### src/rtl/stopwatch_bcd_if.sv
// Control/status bundle for the BCD stopwatch.
// Master drives strobes and preset; slave returns count, display and flags.
interface stopwatch_bcd_if #(
   parameter int NUM_DIGITS = 4
);
   logic                    tick_i;
   logic                    mode_i;
   logic                    start_i;
   logic                    stop_i;
   logic                    clear_i;
   logic                    lap_i;
   logic                    load_i;
   logic [4*NUM_DIGITS-1:0] load_val_i;
   logic [4*NUM_DIGITS-1:0] count_o;
   logic [4*NUM_DIGITS-1:0] disp_o;
   logic [7*NUM_DIGITS-1:0] seg_o;
   logic [2:0]              state_o;
   logic                    wrap_o;
   logic                    expired_o;

   modport master (
      output tick_i, mode_i, start_i, stop_i,
      output clear_i, lap_i, load_i, load_val_i,
      input  count_o, disp_o, seg_o, state_o,
      input  wrap_o, expired_o
   );

   modport slave (
      input  tick_i, mode_i, start_i, stop_i,
      input  clear_i, lap_i, load_i, load_val_i,
      output count_o, disp_o, seg_o, state_o,
      output wrap_o, expired_o
   );
endinterface

### src/rtl/stopwatch_bcd.sv
// N-digit BCD stopwatch / countdown timer with lap hold,
// load clamp, wrap/expire flags and seven-segment decode.
module stopwatch_bcd #(
   parameter int NUM_DIGITS     = 4,
   parameter int TOP_MOD        = 10,
   parameter bit SEG_ACTIVE_LOW = 1'b1
) (
   input logic            clk,
   input logic            rstn,
   stopwatch_bcd_if.slave bus
);
   localparam int W = 4 * NUM_DIGITS;

   typedef enum logic [2:0] {
      IDLE    = 3'd0,
      RUN     = 3'd1,
      PAUSE   = 3'd2,
      LAP     = 3'd3,
      EXPIRED = 3'd4
   } state_t;

   state_t       state;
   logic [W-1:0] count;
   logic [W-1:0] lap_reg;
   logic         wrap;

   logic [W-1:0] inc_val;
   logic [W-1:0] dec_val;
   logic [W-1:0] clamp_val;
   logic         full;
   logic         count_en;
   logic         to_zero;

   function automatic logic [3:0] dmax(input int i);
      if (i == NUM_DIGITS - 1)
         return 4'(TOP_MOD - 1);
      return 4'd9;
   endfunction

   function automatic logic [6:0] seg7(input logic [3:0] d);
      logic [6:0] s;
      case (d)
         4'd0:    s = 7'b0111111;
         4'd1:    s = 7'b0000110;
         4'd2:    s = 7'b1011011;
         4'd3:    s = 7'b1001111;
         4'd4:    s = 7'b1100110;
         4'd5:    s = 7'b1101101;
         4'd6:    s = 7'b1111101;
         4'd7:    s = 7'b0000111;
         4'd8:    s = 7'b1111111;
         4'd9:    s = 7'b1101111;
         default: s = 7'b0000000;
      endcase
      return SEG_ACTIVE_LOW ? ~s : s;
   endfunction

   // Ripple carry/borrow across digits; carry out of the top means full scale.
   always_comb begin
      logic       cy;
      logic       bw;
      logic [3:0] d;
      inc_val   = '0;
      dec_val   = '0;
      clamp_val = '0;
      cy        = 1'b1;
      bw        = 1'b1;
      for (int i = 0; i < NUM_DIGITS; i++) begin
         d = count[4*i +: 4];
         if (!cy)
            inc_val[4*i +: 4] = d;
         else if (d >= dmax(i))
            inc_val[4*i +: 4] = 4'd0;
         else begin
            inc_val[4*i +: 4] = d + 4'd1;
            cy = 1'b0;
         end
         if (!bw)
            dec_val[4*i +: 4] = d;
         else if (d == 4'd0)
            dec_val[4*i +: 4] = dmax(i);
         else begin
            dec_val[4*i +: 4] = d - 4'd1;
            bw = 1'b0;
         end
         d = bus.load_val_i[4*i +: 4];
         clamp_val[4*i +: 4] = (d > dmax(i)) ? dmax(i) : d;
      end
      full = cy;
   end

   assign count_en = bus.tick_i
                   & ((state == RUN) | (state == LAP))
                   & ~bus.clear_i & ~bus.load_i;
   assign to_zero  = count_en & bus.mode_i & (dec_val == '0);

   always_ff @(posedge clk or negedge rstn) begin
      if (!rstn) begin
         state   <= IDLE;
         count   <= '0;
         lap_reg <= '0;
         wrap    <= 1'b0;
      end else begin
         wrap <= 1'b0;
         if (bus.clear_i) begin
            state   <= IDLE;
            count   <= '0;
            lap_reg <= '0;
         end else if (bus.load_i) begin
            state <= IDLE;
            count <= clamp_val;
         end else begin
            if (count_en) begin
               if (bus.mode_i)
                  count <= dec_val;
               else begin
                  count <= inc_val;
                  wrap  <= full;
               end
            end
            unique case (state)
               IDLE:
                  if (bus.start_i && !(bus.mode_i && count == '0))
                     state <= RUN;
               RUN:
                  if (bus.stop_i)
                     state <= PAUSE;
                  else if (bus.lap_i) begin
                     state   <= LAP;
                     lap_reg <= count;
                  end
               LAP:
                  if (bus.stop_i)
                     state <= PAUSE;
                  else if (bus.lap_i)
                     state <= RUN;
               PAUSE:
                  if (bus.start_i && !bus.stop_i)
                     state <= RUN;
               EXPIRED: state <= EXPIRED;
               default: state <= IDLE;
            endcase
            // Reaching zero while counting down overrides any other move.
            if (to_zero)
               state <= EXPIRED;
         end
      end
   end

   assign bus.count_o   = count;
   assign bus.disp_o    = (state == LAP) ? lap_reg : count;
   assign bus.state_o   = state;
   assign bus.wrap_o    = wrap;
   assign bus.expired_o = (state == EXPIRED);

   always_comb begin
      bus.seg_o = '0;
      for (int i = 0; i < NUM_DIGITS; i++)
         bus.seg_o[7*i +: 7] = seg7(bus.disp_o[4*i +: 4]);
   end
endmodule

### src/flat_wrapper.sv
// flat-port wrapper written by rule: the top's interface ports become plain ports
module stopwatch_bcd_flat 
#(
   parameter int NUM_DIGITS     = 4,
   parameter int TOP_MOD        = 10,
   parameter bit SEG_ACTIVE_LOW = 1'b1
)
  (clk, rstn, bus_tick_i, bus_mode_i, bus_start_i, bus_stop_i, bus_clear_i, bus_lap_i, bus_load_i, bus_load_val_i, bus_count_o, bus_disp_o, bus_seg_o, bus_state_o, bus_wrap_o, bus_expired_o);
  stopwatch_bcd_if #(.NUM_DIGITS(NUM_DIGITS)) bus_i ();
  input logic clk;
  input logic rstn;
  input wire logic [$bits(bus_i.tick_i)-1:0] bus_tick_i;
  input wire logic [$bits(bus_i.mode_i)-1:0] bus_mode_i;
  input wire logic [$bits(bus_i.start_i)-1:0] bus_start_i;
  input wire logic [$bits(bus_i.stop_i)-1:0] bus_stop_i;
  input wire logic [$bits(bus_i.clear_i)-1:0] bus_clear_i;
  input wire logic [$bits(bus_i.lap_i)-1:0] bus_lap_i;
  input wire logic [$bits(bus_i.load_i)-1:0] bus_load_i;
  input wire logic [$bits(bus_i.load_val_i)-1:0] bus_load_val_i;
  output wire logic [$bits(bus_i.count_o)-1:0] bus_count_o;
  output wire logic [$bits(bus_i.disp_o)-1:0] bus_disp_o;
  output wire logic [$bits(bus_i.seg_o)-1:0] bus_seg_o;
  output wire logic [$bits(bus_i.state_o)-1:0] bus_state_o;
  output wire logic [$bits(bus_i.wrap_o)-1:0] bus_wrap_o;
  output wire logic [$bits(bus_i.expired_o)-1:0] bus_expired_o;
  assign bus_i.tick_i = bus_tick_i;
  assign bus_i.mode_i = bus_mode_i;
  assign bus_i.start_i = bus_start_i;
  assign bus_i.stop_i = bus_stop_i;
  assign bus_i.clear_i = bus_clear_i;
  assign bus_i.lap_i = bus_lap_i;
  assign bus_i.load_i = bus_load_i;
  assign bus_i.load_val_i = bus_load_val_i;
  assign bus_count_o = bus_i.count_o;
  assign bus_disp_o = bus_i.disp_o;
  assign bus_seg_o = bus_i.seg_o;
  assign bus_state_o = bus_i.state_o;
  assign bus_wrap_o = bus_i.wrap_o;
  assign bus_expired_o = bus_i.expired_o;
  stopwatch_bcd #(.NUM_DIGITS(NUM_DIGITS), .TOP_MOD(TOP_MOD), .SEG_ACTIVE_LOW(SEG_ACTIVE_LOW)) u_core (.clk(clk), .rstn(rstn), .bus(bus_i));
endmodule
### config.mk
export PLATFORM = sky130hd
export DESIGN_NAME = stopwatch_bcd_flat
export DESIGN_NICKNAME = d
export VERILOG_FILES = /design/src/rtl/stopwatch_bcd_if.sv /design/src/rtl/stopwatch_bcd.sv /design/src/flat_wrapper.sv
export SDC_FILE = /design/constraint.sdc
export NUM_CORES = 1
export LEC_CHECK = 0
export ABC_CLOCK_PERIOD_IN_PS = 2200
export BUFFER_PORTS_ARGS = -buffer_cell sky130_fd_sc_hd__clkbuf_2
export CAP_MARGIN = 20
export CELL_PAD_IN_SITES_DETAIL_PLACEMENT = 0
export CELL_PAD_IN_SITES_GLOBAL_PLACEMENT = 1
export CORE_MARGIN = 2
export CORE_UTILIZATION = 36
export DETAILED_ROUTE_END_ITERATION = 10
export PLACE_DENSITY = 0.77
export SETUP_SLACK_MARGIN = 0.4
export SKIP_CTS_REPAIR_TIMING = 1
export SYNTH_ARGS = -nofsm -noshare
export SYNTH_HDL_FRONTEND = slang
export SYNTH_SLANG_ARGS = --single-unit
export TNS_END_PERCENT = 20
### constraint.sdc
create_clock -name clk -period 2.2 [get_ports clk]
set_input_delay 0.33 -clock clk [delete_from_list [all_inputs] [get_ports clk]]
set_output_delay 0.33 -clock clk [all_outputs]
set_load 0.01 [all_outputs]
==> run summary <==
Top cells by count, synth -> nor2_1, a21oi_1, dfrtp_1, ha_1, inv_1
Clock Skews -> 7.65 ps
GR Overflow Total -> 0
Clock Tree Buf Depth -> 2
H-tree levels -> 2
Max_cap viols -> 0
Initial DRT Pass Iterations -> 4
Seq cells post-synth -> 36
Reg2reg start -> u_core.bus.count_o[0]
R2R cell count -> 9
P&R area growth vs syn -> 50.7%
Synth area leader -> dfrtp_1
Post-synth ARST share -> 100%
Area of the mapped netlist -> 3670 um2
Met3 Use GR -> 2.99%
Data required, critical path -> 1870 ps
Final setup viols -> 33
Placer Congestion -> 0.903
Run status -> finished with violations
RSZ-0062 raised after global routing -> true
Worst r2r dst -> u_core.bus.state_o[0]
N_diodes -> 0
Final HPWL DP -> 9.38 mm
Crit path time final -> 2530 ps
# nets final -> 716
Post-Syn Instances -> 474
CTS tree -> yes
FF-to-FF setup slack -> -180 ps
Final hold vios -> 0
Avg WL per Cell -> 16.3 um
Top-count cell post-synth -> nor2_1
Worst-Skew Late Latency -> 300 ps
GRT Util Overall -> 21.4%
Max Freq -> 0.394 GHz
Most Crowded Layer GR -> met2
DRC violation count after routing -> 0
Total Wirelength -> 12.9 mm
Initial antenna violation count -> 0
Via count -> 4278
Critical path data arrival time -> 2200 ps
Rel. slew slack -> 70.1%
CTS root buf -> clkbuf_8
Sequential area share after synthesis -> 24.6%
Die W -> 105 um
Met2 usage -> 36.0%
Post-Syn Nets -> 532
Clk sink count -> 36
PwrDens -> 563 nW/um2
Die Ht -> 105 um
CP endpoint kind -> output port
Share of cells above drive strength 1 -> 44.6%
CP max FO -> 8
Leak Pwr -> 2.67 nW
Final Non-Filler Cells -> 792
Total CTS buffers -> 5
Routed Antenna Nets -> 0
Worst slew pin tran -> 438 ps
Largest net degree at the start of global routing -> 28
Met1 usage -> 28.1%
Wire length of the first global-routing pass -> 19.4 mm
Post-synth EDFFs -> 0
Reg clk slew, reported paths -> 80 ps
IO Count -> 90
Setup ws final -> -335 ps
Top cells by area, synth -> dfrtp_1, ha_1, a21oi_1, nor2_1, mux2i_1
Core footprint -> 9820 um2
Via density -> 5.40
Crit path launch type -> register
Std cell rows -> 36
Synth top area share -> 24.6%
Synth unique cells -> 63
PortBufs -> 89
Setup TNS -> -6890 ps
Post-synth top flop -> dfrtp_1
Ys Warns -> 0
VDD IR max -> 0.240 mV
Crit path kind -> reg2out
Fin. max-slew vios -> 0
Failing checks -> negative setup slack
Cells after DPL -> 760
Worst hold path type -> in2async
Total chip power -> 3.11 mW
DRT iter0 DRCs -> 214
Die ar. -> 11000 um2
Post-layout util -> 56.3%
Syn avg cell area -> 7.73 um2
Number of global-route vias before repair -> 3931
Starting Density -> 37.3%
Final period util -> 115%
==> cells in the final DEF (no fill, tap or decap), types with 5 or more instances in the layout <==
| cell type | n |
|---|---|
| ha_1 | 21 |
| o22ai_1 | 5 |
| nor2b_1 | 5 |
| ha_2 | 6 |
| a21oi_1 | 49 |
| nand2b_1 | 6 |
| xnor2_1 | 5 |
| clkbuf_8 | 6 |
| nand3_1 | 11 |
| ha_4 | 6 |
| dfrtp_2 | 5 |
| nand3b_1 | 6 |
| o21a_1 | 9 |
| buf_2 | 19 |
| nor2_1 | 62 |
| o21ai_0 | 15 |
| mux2i_4 | 8 |
| a31oi_1 | 14 |
| buf_4 | 98 |
| buf_6 | 10 |
| nor3_1 | 7 |
| mux2i_1 | 12 |
| dfrtp_1 | 31 |
| inv_2 | 17 |
| inv_1 | 14 |
| o21ai_1 | 11 |
| nand2_1 | 28 |
| clkbuf_2 | 67 |
==> power breakdown <==
part           switching [mW]  internal [mW]  total [mW]
Clock                   0.252          0.250       0.502
Sequential             0.0434          0.701       0.744
Combinational            1.00          0.864        1.86
==> logic make-up (layout without fill, tap and decap cells) <==
logic type,count (synthesis),in the layout,share of synthesized area [%]
adder cells (fa/ha/maj),33,33,11.3
flip-flops,36,36,24.6
XOR/XNOR,6,6,1.43
AND/OR/NAND/NOR,164,164,22.4
buffers and inverters,54,239,6.14
multiplexers,25,25,6.86
AO/OA/AOI/OAI,156,156,27.3
==> metal layers <==
layer	vias to the layer above	share of wire (%)
li1	2095	-
met1	2031	44
met2	129	49
met3	23	5.3
met4	0	2.1
met5	-	0
==> worst max-delay path by stage <==
| stage | slack (ps) | endpoint | startpoint | cells past startpoint |
|---|---|---|---|---|
| 3_5_place_dp | -230 | u_core.bus.state_o[0] | u_core.bus.count_o[0] | 8 |
| 3_3_place_gp | -90 | u_core.bus.state_o[1] | u_core.bus.count_o[5] | 8 |
| 4_1_cts | -300 | bus_seg_o[10] | u_core.bus.state_o[1] | 8 |
| 2_1_floorplan | -20 | u_core.bus.state_o[0] | u_core.bus.count_o[1] | 8 |
| 6_report | -330 | bus_seg_o[24] | u_core.bus.state_o[2] | 9 |
| 5_1_grt | -430 | bus_seg_o[24] | u_core.bus.state_o[2] | 9 |
==> critical path, cell delays in order, from the launching register on <==
cell and delay, ps:
dfrtp_1 390, nand3b_1 190, buf_6 140, buf_12 150
mux2i_4 300, inv_2 110, ha_4 170, o21bai_1 190
a22oi_1 110, buf_2 150
==> metrics by stage <==
stage	setup slack [ps]	area [um2]	hold WS, ps
floorplan	-20.1	3810	34.4
global placement	-91.3	4970	149
detailed placement	-226	4970	157
CTS	-296	5060	-168
global route	-430	5530	383
finish	-335	5530	375
==> layout make-up <==
class                      instances  area, um2
clock buffer                       6       82.6
clock inverter                     2       10.0
fill                             949       4290
inverter                          33        129
multi-input combinational        384       2880
sequential                        36        907
tap                              133        166
timing repair buffer             198       1350
(Power assumes the default switching activity.)
